## config.mk

```make
export PLATFORM = sky130hd
export DESIGN_NAME = delay_line_ctrl
export DESIGN_NICKNAME = d
export VERILOG_FILES = /design/src/rtl/lenet_pkg.sv /design/src/rtl/delay_stage.sv /design/src/rtl/delay_line_ctrl.sv
export SDC_FILE = /design/constraint.sdc
export NUM_CORES = 1
export LEC_CHECK = 0
export ABC_AREA = 1
export BUFFER_PORTS_ARGS = -buffer_cell sky130_fd_sc_hd__buf_4
export CORE_ASPECT_RATIO = 1.4
export CORE_UTILIZATION = 40
export CTS_CLUSTER_DIAMETER = 80
export DETAILED_ROUTE_END_ITERATION = 8
export SYNTH_ARGS = -nofsm -noshare
export SYNTH_HDL_FRONTEND = slang
export SYNTH_SLANG_ARGS = --single-unit
```

## constraint.sdc

```tcl
create_clock -name clk -period 3.79 [get_ports clk]
set_clock_uncertainty 0.05 [all_clocks]
set_input_delay 0.379 -clock clk [delete_from_list [all_inputs] [get_ports clk]]
set_output_delay 0.379 -clock clk [all_outputs]
set_load 0.01 [all_outputs]
```

## src/rtl/lenet_pkg.sv

```systemverilog
// Shared helpers for the LeNet datapath blocks: width math and lane packing.
package lenet_pkg;

    // Deepest delay line any block in this codebase is expected to build.
    localparam int unsigned MAX_DELAY_LIMIT = 64;

    // Bits needed to hold values 0..value-1; never less than one bit.
    function automatic int unsigned clog2_w(input int unsigned value);
        int unsigned w;
        w = 0;
        for (int unsigned i = 0; i < 32; i++) begin
            if ((64'(1) << i) < 64'(value)) begin
                w = i + 1;
            end
        end
        return (w == 0) ? 1 : w;
    endfunction

    // LSB position of channel ch inside a packed multi-lane bus.
    function automatic int unsigned lane_lsb(input int unsigned ch, input int unsigned lane_w);
        return ch * lane_w;
    endfunction

endpackage

```

## src/rtl/delay_stage.sv

```systemverilog
// One {valid, data} stage of the delay line; clearing the tag leaves the data alone.
module delay_stage #(
    parameter int unsigned DATA_W = 16
) (
    input  logic              clk,
    input  logic              reset,
    input  logic              en,
    input  logic              clear_valid,
    input  logic              d_valid,
    input  logic [DATA_W-1:0] d_data,
    output logic              q_valid,
    output logic [DATA_W-1:0] q_data
);

    // Valid tag: reset and clear win over shifting.
    always_ff @(posedge clk) begin
        if (reset) begin
            q_valid <= 1'b0;
        end else if (clear_valid) begin
            q_valid <= 1'b0;
        end else if (en) begin
            q_valid <= d_valid;
        end
    end

    // Data field: held on clear so a flush never disturbs the payload.
    always_ff @(posedge clk) begin
        if (reset) begin
            q_data <= '0;
        end else if (!clear_valid && en) begin
            q_data <= d_data;
        end
    end

endmodule

```

## src/rtl/delay_line_ctrl.sv

```systemverilog
// Multi-lane valid-tagged delay line with programmable tap, stall, flush and bypass.
module delay_line_ctrl
    import lenet_pkg::*;
#(
    parameter int unsigned DATA_WIDTH    = 16,
    parameter int unsigned NUM_CH        = 1,
    parameter int unsigned MAX_DELAY     = 8,
    parameter int unsigned DEFAULT_DELAY = MAX_DELAY,
    localparam int unsigned DLY_W        = clog2_w(MAX_DELAY + 1)
) (
    input  logic                         clk,
    input  logic                         reset,
    input  logic                         en,
    input  logic                         flush,
    input  logic                         cfg_load,
    input  logic [DLY_W-1:0]             cfg_delay,
    input  logic                         in_valid,
    input  logic [NUM_CH*DATA_WIDTH-1:0] in_data,
    output logic                         out_valid,
    output logic [NUM_CH*DATA_WIDTH-1:0] out_data,
    output logic [DLY_W-1:0]             cur_delay,
    output logic                         busy,
    output logic                         cfg_err
);

    localparam int unsigned BUS_W = NUM_CH * DATA_WIDTH;

    // Parameter sanity, caught at elaboration.
    if (MAX_DELAY < 1 || MAX_DELAY > MAX_DELAY_LIMIT) begin : g_bad_max_delay
        $error("delay_line_ctrl: MAX_DELAY must be in 1..%0d", MAX_DELAY_LIMIT);
    end
    if (DEFAULT_DELAY > MAX_DELAY) begin : g_bad_default_delay
        $error("delay_line_ctrl: DEFAULT_DELAY must not exceed MAX_DELAY");
    end

    // Index 0 is the live input; 1..MAX_DELAY are the physical stages.
    logic [MAX_DELAY:0] stg_valid;
    logic [BUS_W-1:0]   stg_data [0:MAX_DELAY];

    logic               cfg_rej;
    logic               cfg_acc;
    logic               clear_valid;
    logic               tap_valid;
    logic [BUS_W-1:0]   tap_data;
    logic               busy_any;

    assign stg_valid[0] = in_valid;
    assign stg_data[0]  = in_data;

    // An accepted depth change doubles as a flush so nothing is skipped or duplicated.
    assign cfg_rej     = cfg_load && (cfg_delay > DLY_W'(MAX_DELAY));
    assign cfg_acc     = cfg_load && !cfg_rej;
    assign clear_valid = cfg_acc || flush;

    // Physical stage chain.
    for (genvar k = 1; k <= MAX_DELAY; k++) begin : g_stage
        delay_stage #(
            .DATA_W (BUS_W)
        ) u_stage (
            .clk         (clk),
            .reset       (reset),
            .en          (en),
            .clear_valid (clear_valid),
            .d_valid     (stg_valid[k-1]),
            .d_data      (stg_data[k-1]),
            .q_valid     (stg_valid[k]),
            .q_data      (stg_data[k])
        );
    end

    // Active depth register; rejected loads leave it alone.
    always_ff @(posedge clk) begin
        if (reset) begin
            cur_delay <= DLY_W'(DEFAULT_DELAY);
        end else if (cfg_acc) begin
            cur_delay <= cfg_delay;
        end
    end

    // One-cycle error pulse for an out-of-range depth request.
    always_ff @(posedge clk) begin
        if (reset) begin
            cfg_err <= 1'b0;
        end else begin
            cfg_err <= cfg_rej;
        end
    end

    // Tap select and occupancy reduction over stages 1..cur_delay.
    always_comb begin
        tap_valid = 1'b0;
        tap_data  = '0;
        busy_any  = 1'b0;
        for (int unsigned k = 1; k <= MAX_DELAY; k++) begin
            if (cur_delay == DLY_W'(k)) begin
                tap_valid = stg_valid[k];
                tap_data  = stg_data[k];
            end
            if (DLY_W'(k) <= cur_delay) begin
                busy_any = busy_any | stg_valid[k];
            end
        end
    end

    // Depth 0 is a straight combinational bypass; otherwise drive from the tap stage.
    always_comb begin
        if (cur_delay == '0) begin
            out_valid = in_valid & en;
            out_data  = in_data;
        end else begin
            out_valid = tap_valid;
            out_data  = tap_data;
        end
    end

    assign busy = busy_any;

endmodule

```

==> results.md <==
- Wire length of the first global-routing pass: between 20000 and 25000 um
- Count of max-cap constraint violations: 0
- Total GRT Usage: 0.191
- First-pass detailed-route iteration total: 5
- Number of CTS-inserted buffers: 17
- Largest family of logic cells by synthesized area: compound AO/OA/AOI/OAI gates
- Setup repair after global routing missed its margin: no
- Final routed wirelength across all metal layers: between 10000 and 15000 um
- Share of synthesized area spent on multiplexers: 0
- Final core area utilization: 0.484
- Detail-routed via count per cell: about 4.8
- Height of the chip: about 150 um
- Mean instance size in the synthesized netlist: 6.92 sq um
- Syn nets: slightly above 900
- Critical-path cell with the highest stage delay: dfxtp_1
- Power density over the cells: between 500 and 600 mW/mm^2
- Summed instance area of the synthesized netlist: 0.00625 sq mm
- # H-tree levels: 4
- Max frequency: roughly 350 MHz
- Area grow syn2layout: 17.0%
- Cell Count Post-Placement: between 1000 and 1500
- Top-count cell post-synth: inv_1
- Post-cts sizing count: 0
- Final critical-path required period: around 2.8 ns
- Row count: 53
- Number of antenna violations at the first check in global routing: 0
- Final total negative setup slack: 0 ns
- Final worst slack: approximately 0.96 ns
- R2R Path End: cur_delay[1]
- Port Buffers: 48
- IO Count: just under 50
- Relative max-transition margin: 0.340
- Post-placement setup slack: 1.39 ns
- Static leakage: 2.87 nW
- Largest fanout on the critical path: 18
- Total non-filler cell area in the finished layout: 0.00731 sq mm
- Final RePlAce weighted congestion: ~0.76
- Async SR Flop Fraction: 0
- Leading cell types by total area after synthesis: dfxtp_1 45%, a21oi_1 11%, o21ai_0 11%
- Number of unique standard cell types used by synthesis: 22
- Setup Crit Path Kind: reg2out
- Type of element capturing the critical path: output port
- Source of the worst hold timing path: cfg_load
- Worst hold slack: 0.166 ns
- Antenna cell count: 0
- Die width: between 100 and 150 um
- Maximum number of pins on one net before global-route repair: approximately 260
- Vias in the first global route: around 4800
- CP Data Required Time: between 3 and 4 ns
- Highest cell delay on the worst timing path: 0.53 ns
- Post-synthesis adder-cell area fraction: 0
- Synthesized-area fraction occupied by ao, oa, aoi and oai cells: 0.222
- Quantity of hold-fixing buffers added after cts: 0
- Total of fill cells in the finished design: around 1500
- Top-area cell type share of the netlist area: 0.451
- Syn. warnings: 0
- Largest buffer count on any clock path: 2
- Fraction of the cycle the final worst path needs: 0.747
- Class of the most critical hold timing path: in2reg
- CTS tree: yes
- Overall die area: roughly 0.016 sq mm
- Number of hold violations in the final report: 0
- Cell family with the largest share of critical-path delay: buffers and inverters
- First DRT Iteration DRCs: between 300 and 400
- Proportion of synthesized chip area in sequential cells: 0.451
- Element type at the critical path start: flip-flop
- Floorplan core area: 0.0151 sq mm
- Share of synthesized cell area in and, or, nand and nor gates: 0.195
- Total overflow reported by the global router: 0
- Worst path buffer plus inverter count: 4
- Half-perimeter wire length after detailed placement: just over 9000 um
- Avg WL per Cell: ~13 um
- Placed cell area: ~0.0067 sq mm
- Internal reg-to-reg setup slack: 2.83 ns
- Worst supply voltage drop on vdd: 0.315 mV
- Total Power: around 3.8 mW
- Endpoint with the worst hold slack: cfg_err
- Synth Register Bits: roughly 140
- Total number of vias: between 5000 and 6000
- Cell depth of the worst hold path: 3
- Clock Root Buffer: clkbuf_16
- Count of flip-flops with a built-in enable after synthesis: 0
- Finish-stage setup viols: 0
- Max-slew violation count: 0
- Share of layout cells above drive strength 1: 0.102
- Post-CTS Setup Bufs: 0
- CTS sink count: between 100 and 150
- Initial core utilization: 0.414
- R2R Path Start: cur_delay[1]
- Cells after Synth: about 900
- Final Instance Count excl. Fillers: roughly 1100
- Drt drc: 0
- Transition time at the pin with the least slew margin: slightly below 1 ns
- Skew-Pair Late Insertion Delay: 0.41 ns
- DRT antenna net count: 0
- Cell type contributing the most total cell area after synthesis: dfxtp_1
- Top FF cell, synth: dfxtp_1
- Run status: finished clean
- Worst r2r path cells: 2
- Post-synthesis share of cell area spent on xor and xnor gates: 0
- CP Cell Sequence: inv_1 -> nor2_4 -> buf_4 -> nand2_1 -> inv_2 -> nand2_1 -> nand4_1 -> nor2_1 -> nand3_1 -> buf_4
- Count of nets after finishing: 946
- Commonest cells in the netlist: 143 x inv_1, 141 x dfxtp_1, 139 x a21oi_1
- Endpoint arrival time on the critical path: around 2.4 ns
- CTS clk-pin slew, worst paths: 0.06 ns
## worst min-delay path, cell delays in order
cell     delay [ns]
buf_4          0.08
nand2_1        0.04
nor2_1         0.08
## state kept, by name (all words and copies together), names as in the netlist
signal and count:
cfg_err 1, cur_delay 4, g_stage.u_stage.q_data 128, g_stage.u_stage.q_valid 8
## layout by cell type (no fill, tap or decap), drive strengths merged
master,count
inv,148
dfxtp,141
a21oi,139
o21ai,135
nand2,126
nor2,83
nand3,54
buf,54
clkbuf,20
nand4,18
bufinv,5
clkinvlp,3
clkinv,3
nor3,2
o22ai,1
o211ai,1
## power breakdown
group | internal [mW] | leakage (nW) | switching [mW]
logic | 0.121 | 1.41 | 0.210
clock network | 1.19 | 0.308 | 0.638
registers | 1.58 | 1.16 | 0.0600
total | 2.89 | 2.87 | 0.908
## logic make-up (layout without fill, tap and decap cells)
logic type / Yosys count / after routing
AOI/OAI and AO/OA: 276 / 276
buffers and inverters: 203 / 233
and+or+nand+nor: 283 / 283
DFF: 141 / 141
## how the worst max path moves through the flow
stage | from | endpoint | slack (ns) | cells past startpoint
6_report | cur_delay[1] | out_data[3] | 0.96 | 10
3_3_place_gp | cur_delay[1] | out_data[3] | 1.42 | 10
5_1_grt | cur_delay[1] | out_data[3] | 0.76 | 10
3_5_place_dp | cur_delay[1] | out_data[3] | 1.39 | 10
2_1_floorplan | cur_delay[1] | out_data[3] | 1.98 | 10
4_1_cts | cur_delay[1] | out_data[3] | 0.95 | 10
## per-layer routing
metal	share of wire	up-vias	global-route usage
li1	-	2934	-
met1	0.52	2358	0.270
met2	0.45	79	0.299
met3	0.026	8	0.0327
met4	0.0072	0	0.0473
met5	0	-	0
## final cells by class
type | count | area [sq um] | share of cell area
clock inverters | 12 | 208 | 0.0284
clock buffers | 20 | 447 | 0.0611
flip-flops and latches | 141 | 2820 | 0.386
well taps | 192 | 240 | 0.0328
inverters | 147 | 552 | 0.0754
multi-input cells | 559 | 2610 | 0.357
repair buffers | 54 | 430 | 0.0589
Power figures use the tool's default switching activity.
